<file path="src/rtl/multicycle_ctrl.sv">
// multicycle_ctrl: multicycle RV32I-subset control FSM with retired-instruction counter.
// Define MULTICYCLE_ILLEGAL_TRAP_EN to trap illegal instructions in ERROR instead of retiring them as NOPs.
module multicycle_ctrl #(
  parameter int CNT_W = 32
) (
  input  logic             clk,
  input  logic             rst,
  input  logic [6:0]       opcode,
  input  logic [2:0]       funct3,
  input  logic             funct7b5,
  input  logic             zero,
  input  logic             mem_ready,
  output logic             pc_write,
  output logic             ir_write,
  output logic             adr_src,
  output logic             mem_write,
  output logic             reg_write,
  output logic [1:0]       alu_src_a,
  output logic [1:0]       alu_src_b,
  output logic [1:0]       result_src,
  output logic [3:0]       ALUctl,
  output logic             illegal,
  output logic [3:0]       state,
  output logic [CNT_W-1:0] retired
);
  typedef enum logic [3:0] {
    FETCH = 4'd0, DECODE = 4'd1, MEMADR = 4'd2, MEMREAD = 4'd3, MEMWB = 4'd4, MEMWRITE = 4'd5,
    EXECR = 4'd6, EXECI = 4'd7, ALUWB = 4'd8, BEQ = 4'd9, JAL = 4'd10, ERROR = 4'd11
  } state_t;
  localparam logic [6:0] OP_LW = 7'b0000011, OP_SW = 7'b0100011, OP_R = 7'b0110011;
  localparam logic [6:0] OP_I = 7'b0010011, OP_B = 7'b1100011, OP_JAL = 7'b1101111;
  state_t state_q, state_d, dec_next, bad_next;
  logic [CNT_W-1:0] retired_q, retired_d;
  logic [3:0] r_ctl, i_ctl;
  logic r_ok, i_ok, retire;
`ifdef MULTICYCLE_ILLEGAL_TRAP_EN
  assign bad_next = ERROR;
  assign illegal  = (state_q == ERROR);
`else
  assign bad_next = FETCH;
  assign illegal  = 1'b0;
`endif
  always_comb begin
    r_ok  = 1'b1;
    r_ctl = 4'b0010;
    case ({funct3, funct7b5})
      4'b0000: r_ctl = 4'b0010;
      4'b0001: r_ctl = 4'b0110;
      4'b1110: r_ctl = 4'b0000;
      4'b1100: r_ctl = 4'b0001;
      4'b0100: r_ctl = 4'b0111;
      default: r_ok = 1'b0;
    endcase
    i_ok  = 1'b1;
    i_ctl = 4'b0010;
    case (funct3)
      3'b000:  i_ctl = 4'b0010;
      3'b111:  i_ctl = 4'b0000;
      3'b110:  i_ctl = 4'b0001;
      3'b010:  i_ctl = 4'b0111;
      default: i_ok = 1'b0;
    endcase
  end
  // Funct legality is resolved here so EXECR/EXECI only ever see legal codes.
  assign dec_next = (opcode == OP_LW || opcode == OP_SW) ? MEMADR :
                    (opcode == OP_R)                     ? (r_ok ? EXECR : bad_next) :
                    (opcode == OP_I)                     ? (i_ok ? EXECI : bad_next) :
                    (opcode == OP_B && funct3 == 3'b000) ? BEQ :
                    (opcode == OP_JAL)                   ? JAL : bad_next;
  always_comb begin
    state_d    = state_q;
    pc_write   = 1'b0;
    ir_write   = 1'b0;
    adr_src    = 1'b0;
    mem_write  = 1'b0;
    reg_write  = 1'b0;
    alu_src_a  = 2'b00;
    alu_src_b  = 2'b00;
    result_src = 2'b00;
    ALUctl     = 4'b0010;
    case (state_q)
      FETCH: begin
        alu_src_b  = 2'b10;
        result_src = 2'b10;
        ir_write   = mem_ready;
        pc_write   = mem_ready;
        state_d    = mem_ready ? DECODE : FETCH;
      end
      DECODE: begin
        alu_src_a = 2'b01;
        alu_src_b = 2'b01;
        state_d   = dec_next;
      end
      MEMADR: begin
        alu_src_a = 2'b10;
        alu_src_b = 2'b01;
        state_d   = (opcode == OP_SW) ? MEMWRITE : MEMREAD;
      end
      MEMREAD: begin
        adr_src = 1'b1;
        state_d = mem_ready ? MEMWB : MEMREAD;
      end
      MEMWB: begin
        result_src = 2'b01;
        reg_write  = 1'b1;
        state_d    = FETCH;
      end
      MEMWRITE: begin
        adr_src   = 1'b1;
        mem_write = 1'b1;
        state_d   = mem_ready ? FETCH : MEMWRITE;
      end
      EXECR: begin
        alu_src_a = 2'b10;
        ALUctl    = r_ctl;
        state_d   = ALUWB;
      end
      EXECI: begin
        alu_src_a = 2'b10;
        alu_src_b = 2'b01;
        ALUctl    = i_ctl;
        state_d   = ALUWB;
      end
      ALUWB: begin
        reg_write = 1'b1;
        state_d   = FETCH;
      end
      BEQ: begin
        alu_src_a = 2'b10;
        ALUctl    = 4'b0110;
        pc_write  = zero;
        state_d   = FETCH;
      end
      JAL: begin
        alu_src_a = 2'b01;
        alu_src_b = 2'b10;
        pc_write  = 1'b1;
        state_d   = ALUWB;
      end
      ERROR:   state_d = ERROR;
      default: state_d = FETCH;
    endcase
  end
  // Any arrival at FETCH from a later phase ends an instruction (incl. a NOP'd illegal one).
  assign retire    = (state_d == FETCH) && (state_q != FETCH);
  assign retired_d = retired_q + {{(CNT_W-1){1'b0}}, retire};
  always_ff @(posedge clk) begin
    if (rst) begin
      state_q   <= FETCH;
      retired_q <= '0;
    end else begin
      state_q   <= state_d;
      retired_q <= retired_d;
    end
  end
  assign state   = state_q;
  assign retired = retired_q;
endmodule

</file>
<file path="config.mk">
export PLATFORM = sky130hd
export DESIGN_NAME = multicycle_ctrl
export DESIGN_NICKNAME = d
export VERILOG_FILES = /design/src/rtl/multicycle_ctrl.sv
export SDC_FILE = /design/constraint.sdc
export NUM_CORES = 1
export LEC_CHECK = 0
export BUFFER_PORTS_ARGS = -buffer_cell sky130_fd_sc_hd__buf_2
export CAP_MARGIN = 20
export CORE_MARGIN = 2
export CORE_UTILIZATION = 40
export CTS_BUF_LIST = sky130_fd_sc_hd__clkbuf_4 sky130_fd_sc_hd__clkbuf_8
export CTS_CLUSTER_SIZE = 14
export DETAILED_ROUTE_END_ITERATION = 8
export MAX_ROUTING_LAYER = met4
export PLACE_DENSITY = 0.69
export SKIP_LAST_GASP = 1
export SLEW_MARGIN = 20
export SYNTH_ARGS = -nofsm -noshare
export SYNTH_HDL_FRONTEND = slang
export SYNTH_SLANG_ARGS = --single-unit
</file>
<file path="constraint.sdc">
create_clock -name clk -period 2.6 [get_ports clk]
set_input_delay 0.39 -clock clk [delete_from_list [all_inputs] [get_ports clk]]
set_output_delay 0.39 -clock clk [all_outputs]
set_load 0.01 [all_outputs]
</file>
## Word-level counts from Yosys, hierarchy flattened

Index checks and enable logic that the tools add are counted.

- Output and inout port bits: 52
- Logic and storage cells: 69
- Register bits: 36
- Bits of input ports: 15

- Reduce and logical (&&, ||, !) cells: 17
- Eq/ne operators: 24
- $add $sub $neg: 1
- Mux-type cells: 25

Operators with widths:

| kind | count |
|---|---|
| adder 32 x 1 -> 32 bit | 1 |
| case mux 4 bit (7 select lines) | 1 |
| == test 4 bit (second input constant) | 6 |
| == test 4 x 3 -> 1 bit (second input constant) | 5 |
| two-way mux 4 bit | 5 |
| two-way mux 3 bit | 5 |
| == test 7 x 6 -> 1 bit (second input constant) | 2 |
| == test 7 bit (second input constant) | 2 |
| logical NOT 4 bit | 3 |
| case mux 2 bit (2 select lines) | 3 |
| case mux 3 bit (4 select lines) | 1 |
| case mux 4 bit (3 select lines) | 1 |
| case mux 3 bit (3 select lines) | 1 |
| == test 4 x 1 -> 1 bit (second input constant) | 2 |
| == test 4 x 2 -> 1 bit (second input constant) | 2 |
| OR reduction 2 bit | 4 |
| OR reduction 4 bit | 2 |
| == test 7 x 2 -> 1 bit (second input constant) | 1 |
| == test 7 x 5 -> 1 bit (second input constant) | 1 |
| two-way mux 1 bit | 7 |
| == test 3 bit (second input constant) | 2 |
| OR reduction 3 bit | 2 |
| OR reduction 5 bit | 1 |
| nonzero test 4 bit | 1 |
| other kinds (5) | 6 |

## Depth between registers and ports, before layout

Gate-level depths: netlist (run 1).

- Depth in word-level cells: 11
- Depth in mapped cells: 14
- Mapped depth without buffers: 12

## Worst setup path before layout (run 1)

Ideal clock, no wire load.

- Path type: input-to-reg
- Start point: in opcode[3]
- End point: reg retired_q[10] (netlist: retired[10])
- Data arrival time: 2.703 ns
- Setup time: 0.128 ns
- Path buffers: 1
- Cell stages on the path: 13
- Required time: 2.472 ns
- Setup slack: -0.230 ns
- Path through: or3_1 > a211oi_1 > a21oi_1 > o41ai_1 > nor4bb_1 > ha_1 > ha_1 > nand4_1 > clkbuf_1 > nor2_1 > nand2_1 > xor2_1 > nor2_1

- Cells in the longest elaborated chain, start to end: 10
- Elaborated cells on any way between the ends: 18
- Classes of those cells: add/sub (1); eq/ne (6); mux (7); reduce/logical (4)

Ends and longest elaborated chain:

| element | line | text |
|---|---|---|
| start, declared | 8 | `input logic [6:0] opcode,` |
| == test 7 bit (on tied branches) | 69, 68 |  |
| two-way mux 4 bit / logical AND 1 bit (equally long branches) | 69, 68 |  |
| two-way mux 4 bit | 68 | `(opcode == OP_B && funct3 == 3'b000) ? BEQ :` |
| two-way mux 4 bit | 67 | `(opcode == OP_I) ? (i_ok ? EXECI : bad_next) :` |
| two-way mux 4 bit | 66 | `(opcode == OP_R) ? (r_ok ? EXECR : bad_next) :` |
| two-way mux 4 bit | 65 | `assign dec_next = (opcode == OP_LW \|\| opcode == OP_SW) ? MEMADR :` |
| case mux 4 bit (7 select lines) (*) | 81 | `case (state_q)` |
| logical NOT 4 bit (*) | 145 | `assign retire = (state_d == FETCH) && (state_q != FETCH);` |
| logical AND 1 bit (*) | 145 |  |
| adder 32 x 1 -> 32 bit (*) | 146 | `assign retired_d = retired_q + {{(CNT_W-1){1'b0}}, retire};` |
| end signal, assigned | 153 | `retired_q <= retired_d;` |
| end, declared | 33 | `logic [CNT_W-1:0] retired_q, retired_d;` |

Every way passes the cells marked *; elsewhere a longest branch is shown, timed or not.
A chain may end at the register's enable or synchronous reset.

## Worst setup path after layout (run 1)

- Start point: reg state_q[1] (netlist: state[1])
- End point: reg retired_q[28] (netlist: retired[28])

- Cells in the longest elaborated chain, start to end: 6
- Elaborated cells on any way between the ends: 15
- Classes of those cells: add/sub (1); eq/ne (8); mux (1); reduce/logical (5)

Ends and longest elaborated chain:

| element | line | text |
|---|---|---|
| start, declared | 32 | `state_t state_q, state_d, dec_next, bad_next;` |
| start signal, assigned | 152 | `state_q <= state_d;` |
| == test 4 bit / == test 4 x 3 -> 1 bit (equally long branches) | 81 |  |
| OR reduction 3 bit (no line) | n/a |  |
| case mux 4 bit (7 select lines) | 81 |  |
| logical NOT 4 bit | 145 |  |
| logical AND 1 bit (*) | 145 |  |
| adder 32 x 1 -> 32 bit (*) | 146 |  |

Marked as above.

==> metrics.md, run 1 <==
| Metric | Value |
|---|---|
| Outcome | complete, no violations |
| Largest net degree at the start of global routing | 37 |
| Starting Density | 0.408 |
| Final Cycle Share | 0.981 |
| Combinational Power Share | 0.103 |
| Slew @ Worst Pin | 739 ps |
| Final wirelength | 5440 um |
| Worst Hold Class | in -> reg |
| CTS sink cnt | 36 |
| Total Power | 1.09 mW |
| Synth warn | 0 |
| Syn Std Cell Area | between 2000 and 2500 um^2 |
| Skew-Pair Late Insertion Delay | 280 ps |
| Worst reg2reg startpoint | state[1]$_SDFF_PP0_ |
| Final hold vios | 0 |
| Fraction of layout cells with a size suffix above 1 | 0.406 |
| Global-route wire length before repair | 8140 um |
| Design Area, Final | 3010 um^2 |
| Fmax | 392 MHz |
| RSZ-0062 raised after global routing | yes |
| Sw Ratio | 0.229 |
| Most numerous cell in the Yosys netlist | nor2_1 |
| Die Ht | between 70 and 80 um |
| Number of register bits inferred by synthesis | 36 |
| Via count | 2,149 |
| Critical Path AT | 2700 ps |
| Skew final | approximately 4.6 ps |
| DRT antenna net count | 0 |
| Crit path from | state[1]$_SDFF_PP0_ |
| Worst-path clk slew | 70 ps |
| Clk root buf | clkbuf_8 |
| TritonRoute pass-1 iters | 4 |
| Post-Synthesis Cells | around 260 |
| Post-synth top flop | dfxtp_1 |
| Fill cells | 467 |
| Sequential fraction of design power | 0.509 |
| Layout area overhead | 47.1% |
| Final Max Tran Viols | 0 |
| Vias in the first global route | 1,795 |
| Min Tclk post-route | 2550 ps |
| Asr flop ratio synth | 0 |
| Power share of the clock group | 0.388 |
| CTS buffer count | 5 |
| Top cells by area, synth | dfxtp_1 (35%), xnor2_1 (9.0%), nor2_1 (8.3%) |
| DR iter-0 viols | 132 |
| Tot GR Track Use | 0.188 |
| Library cells used by synthesis | 44 |
| Share of the synthesized area in the top cell type | 0.353 |
| CTS H-tree depth | 2 |
| CP max FO | 10 |
| Switching Power | 250 uW |
| Vias per cell | 4.97 |
| Critical path class | reg -> reg |
| TritonCTS clock tree | built |
| Setup crit end kind | register |
| Port-buffer cells | 64 |
| Final HPWL DP | 3800 um |
| EDFF count, synth | 0 |
| Critical hold path startpoint | opcode[1] |
| Die Area | roughly 5700 um^2 |
| Final net count | 379 |
| Post-synth top cells | nor2_1 (45), dfxtp_1 (36), nand2_1 (23), xnor2_1 (21), nor3_1 (14) |
| Placement Cell Area | 2730 um^2 |
| Final setup viols | 0 |
| Worst slew margin | 0.506 |
| Drt wl/cell | 12.6 um |
| MaxCap Viol Count | 0 |
| Largest area contributor in the netlist | dfxtp_1 |
| GRT overflow | 0 |
| N_diodes | 0 |
| CP Launch Type | register |
| CTS max path bufs | 2 |
| Number of I/O pins | 67 |
| Seq/Total Area, Yosys | 0.353 |
| # DRC | 0 |
| PwrDens | 363 nW/um^2 |
| Avg Synthesized Cell Area | ~7.7 um^2 |
| Initial antenna violation count | 0 |
| Die Width | 75.5 um |
| LEAKAGE | approximately 1.3 nW |
| Placement row count | 26 |
| P_int | 842 uW |
| CP required | roughly 2800 ps |
| Routability Congestion | 0.909 |
| VDD IR-drop max | roughly 0.26 mV |
| Core area | about 5000 um^2 |
==> cells in the final DEF, fill, tap and decap left out, drive strengths merged, types with 2 or more instances in the layout <==
cell type,Yosys,final
dfxtp,36,36
o21ai,4,4
a31oi,3,3
xor2,7,7
nand2,23,23
nor3,14,14
xnor2,21,21
nand2b,5,5
or2,2,2
mux2,2,2
nor2,45,45
ha,2,2
nor4,9,9
conb,1,2
buf,5,105
o22ai,3,3
inv,8,8
a21oi,11,11
and4,2,2
nor2b,7,7
nand4,9,9
or3,4,4
clkbuf,10,7
nand3,12,12
a211oi,3,3
and2,3,3
or4,2,2
==> per-layer routing <==
metal | track usage | share of wire | vias up
li1 | - | - | 1106
met5 | - | 0 | -
met3 | 0.0384 | 0.041 | 7
met4 | 0.0624 | 0.011 | 0
met1 | 0.274 | 0.51 | 987
met2 | 0.258 | 0.44 | 49
==> logic make-up (layout without fill, tap and decap cells) <==
logic type,after synthesis,in the layout,synth area share
other,1,2,0.00183
DFF,36,36,0.353
AOI/OAI and AO/OA,29,29,0.0875
buffers and inverters,23,120,0.0502
adders and majority gates,2,2,0.0122
and+or+nand+nor,142,142,0.360
xor gates and xnor gates,28,28,0.120
muxes,3,3,0.0159
==> what timing repair did <==
action,CTS,global route
gates resized for setup,3,27
setup buffers,0,4
hold buffers,0,0
endpoints found under the setup margin,10,21
pin swaps,0,8
==> sequential cells by signal (all words and copies together), names as in the netlist <==
name and flops:
state 4, retired 32
==> area by class of cell <==
cell class | instances | area [um^2] | share of cell area
clock buffer | 7 | 96.3 | 0.0320
tap | 70 | 87.6 | 0.0291
multi-input combinational | 206 | 1420 | 0.473
timing repair buffer | 105 | 642 | 0.213
inverter | 8 | 30.0 | 0.00999
sequential | 36 | 729 | 0.243
==> metrics by stage <==
step	hold slack (ps)	setup TNS [ps]	utilization	std cells	setup WS [ps]
after CTS	522	-38.2	0.567	428	-19.3
after global placement	505	-3410	0.545	421	-222
after global routing	523	-1650	0.600	432	-165
after detailed placement	515	-3970	0.545	421	-288
final	519	0	0.600	432	50.0
after floorplan	526	-12.4	-	265	-11.8
==> final timing paths <==
kind	to	depth (start not counted)	slack, ps
max	retired[28]$_SDFF_PP0_	12	50
min reg2reg	retired[31]$_SDFF_PP0_	2	530
min	state[0]$_SDFF_PP0_	4	520
max reg2reg	retired[28]$_SDFF_PP0_	12	50
==> worst max-delay path, stage by stage (launching register included) <==
cell      delay (ps)
dfxtp_4          390
nand2b_4         130
mux2_4           140
o22ai_1           70
a31oi_1          230
nor4bb_4         240
ha_2             260
ha_4             140
nand4_1          140
buf_6            190
nor4_2           300
xnor2_1          160
nor2_1            50
==> power by group through the flow <==
| stage | Clock, mW | Combinational [mW] | Sequential (mW) |
|---|---|---|---|
| 2_1_floorplan | 0 | 0.0470 | 0.572 |
| 4_1_cts | 0.433 | 0.104 | 0.558 |
| 5_1_grt | 0.454 | 0.123 | 0.556 |
| 6_report | 0.423 | 0.112 | 0.556 |
| 3_3_place_gp | 0 | 0.101 | 0.570 |
| 3_5_place_dp | 0 | 0.102 | 0.570 |
Power figures use the tool's default switching activity.
==> run 2: changes to the inputs <==
--- a/config.mk
+++ b/config.mk
@@ -7,7 +7,6 @@
 export LEC_CHECK = 0
 export BUFFER_PORTS_ARGS = -buffer_cell sky130_fd_sc_hd__buf_2
 export CAP_MARGIN = 20
-export CORE_MARGIN = 2
 export CORE_UTILIZATION = 40
 export CTS_BUF_LIST = sky130_fd_sc_hd__clkbuf_4 sky130_fd_sc_hd__clkbuf_8
 export CTS_CLUSTER_SIZE = 14
==> metrics.md, run 2 (synthesized netlist as in run 1, its figures left out) <==
| Metric | Value |
|---|---|
| Min Tclk post-route | 2670 ps (+122 ps) |
| Via count | 2,323 (+8.1%) |
| Most frequent cells in the layout | buf_2 (61), buf_4 (47), nor2_1 (44), dfxtp_1 (32), nand2_1 (22) |
| Final HPWL DP | 3700 um (-2.5%) |
| Skew final | 7.98 ps (+3.38 ps) |
| Hold-fix buffers, CTS | 0 (unchanged) |
| # DRC | 0 (unchanged) |
| Most common cell after layout, fill and taps aside | buf_2 |
| Final Max Tran Viols | 0 (unchanged) |
| Skew-Pair Late Insertion Delay | 290 ps (about the same) |
| Outcome | finished, violations left |
| Final wirelength | 6280 um (+15%) |
| Placement row count | 25 (-3.8%) |
| CP max stage delay | 300 ps (-90 ps) |
| Layout area overhead | 58.4% |
| Worst Hold Class | in -> reg |
| Fin util | 0.672 (+0.0723) |
| Final setup viols | 10 (+10) |
| CTS max path bufs | 2 (unchanged) |
| Clk root buf | clkbuf_8 |
| GRT overflow | 0 (unchanged) |
| CTS sink cnt | 36 (unchanged) |
| Die Area | 5400 um^2 (-5.2%) |
| Top delay family on crit path | simple AND/OR/NAND/NOR gates |
| Drt wl/cell | 14.2 um (+13%) |
| PwrDens | 364 nW/um^2 (+0.33%) |
| Number of I/O pins | 67 (unchanged) |
| Setup TNS | -467 ps (-467 ps) |
| Fmax | 374 MHz (-4.6%) |
| Slew @ Worst Pin | 790 ps (+51.2 ps) |
| Worst slew margin | 0.472 (-0.0342) |
| Critical path class | in -> reg |
| CTS H-tree depth | 2 (unchanged) |
| TritonCTS clock tree | built |
| Routability Congestion | 0.847 (-6.8%) |
| Starting Density | 0.424 (+0.0163) |
| Slowest cell on crit path | nor4bb_4 |
| Setup crit end kind | register |
| DRT antenna net count | 0 (unchanged) |
| TritonRoute pass-1 iters | 5 (+1) |
| Worst setup slack after layout | -72.0 ps (-122 ps) |
| RSZ-0062 raised after global routing | yes |
| MaxCap Viol Count | 0 (unchanged) |
| CP Launch Type | primary input |
| Tot GR Track Use | 0.211 (+0.0225) |
| Fill cells | 399 (-15%) |
| Worst-path clk slew | 80 ps (about the same) |
| DR iter-0 viols | 144 (+9.1%) |
| Fraction of layout cells with a size suffix above 1 | 0.457 (+0.0511) |
| Vias per cell | 5.27 (+5.9%) |
| CP bufs+invs | 2 (+1) |
| CTS buffer count | 5 (unchanged) |
| Max reg flops | 32 (unchanged) |
| Port-buffer cells | 64 (unchanged) |
| Core area | 4820 um^2 (-3.8%) |
| Vias in the first global route | 1,862 (+3.7%) |
| Die Width | 73.5 um (-2.6%) |
| Critical Path AT | 2840 ps (+140 ps) |
| CP max FO | 6 (-4) |
| VDD IR-drop max | 0.483 mV (+86%) |
| Final net count | 390 (+2.9%) |
| Final hold vios | 0 (unchanged) |
| Final Cycle Share | 1.03 (+0.0469) |
| Failing checks | negative setup slack |
| LEAKAGE | 1.44 nW (+7.8%) |
| Initial antenna violation count | 0 (unchanged) |
| CP required | 2760 ps (about the same) |
| Die Ht | 73.5 um (-2.6%) |
| Crit path cell chain | buf_6 -> and4b_1 -> nand2_2 -> a32oi_2 -> o41ai_4 -> nor4bb_4 -> ha_2 -> ha_4 -> nand4_1 -> buf_4 -> nor4_2 -> xnor2_1 -> nor2_1 |
| Largest net degree at the start of global routing | 37 (unchanged) |
| Global-route wire length before repair | 8630 um (+5.9%) |
| N_diodes | 0 (unchanged) |
==> run 2: changes by cell type in the layout (fill, tap and decap cells not counted), sizes merged <==
cell,change
clkinv,+1
or2,+1
buf,+9
bufinv,+1
==> run 2: routing by layer <==
layer  GRT usage  vias to the layer above  wire (um)
met5           -                        -          0
met4      0.0748                        0        179
li1            -                     1132          -
met2       0.322                       86       2890
met3      0.0425                       19        347
met1       0.276                     1086       2870
==> run 2: worst reg2reg max path: stages, from the launching register on <==
cell and delay [ps]:
dfxtp_4 380, buf_12 110, nand2b_4 50, mux2_2 260
o22ai_1 260, a31oi_4 70, buf_4 160, buf_4 120
buf_4 130, buf_4 120, buf_4 120, buf_4 120
buf_4 120, buf_4 120, buf_4 120, buf_4 120
buf_4 110, nor2_1 90
==> run 2: area by class of cell <==
type / count / area [um^2] / area share
inverter: 8 / 30.0 / 0.00927
timing repair buffer: 115 / 763 / 0.236
clock inverter: 2 / 35.0 / 0.0108
sequential: 36 / 731 / 0.226
clock buffer: 6 / 76.3 / 0.0236
multi-input combinational: 207 / 1520 / 0.469
tap: 67 / 83.8 / 0.0259
==> run 2: final timing paths <==
kind,slack [ps],start,cells after the start,end
max reg2reg,-50,state[2]$_SDFF_PP0_,17,state[2]$_SDFF_PP0_
min,500,opcode[1],4,state[0]$_SDFF_PP0_
max,-70,opcode[4],13,retired[28]$_SDFF_PP0_
min reg2reg,530,retired[19]$_SDFF_PP0_,2,retired[19]$_SDFF_PP0_
==> run 2: report_power, final <==
part	total [mW]	internal (mW)	switching [mW]
clock network	0.508	0.295	0.213
registers	0.557	0.552	0.00466
logic	0.116	0.0535	0.0625
total	1.18	0.901	0.280
==> run 2: repair_timing <==
item / 4_1_cts / 5_1_grt
pin swaps: 3 / 19
gates cloned: 0 / 2
buffers inserted: 10 / 10
endpoints found under the setup margin: 19 / 26
resized for setup: 9 / 45
==> run 2: through the flow <==
stage,hold slack [ps],cell area (um^2),worst slack [ps],cells,total power [mW]
6_report,504,3240,-72.0,441,1.18
2_1_floorplan,526,2140,-11.8,265,0.619
4_1_cts,500,2910,-34.4,430,1.16
5_1_grt,527,3240,-192,441,1.22
3_3_place_gp,510,2680,-205,412,0.665
3_5_place_dp,507,2680,-268,412,0.665
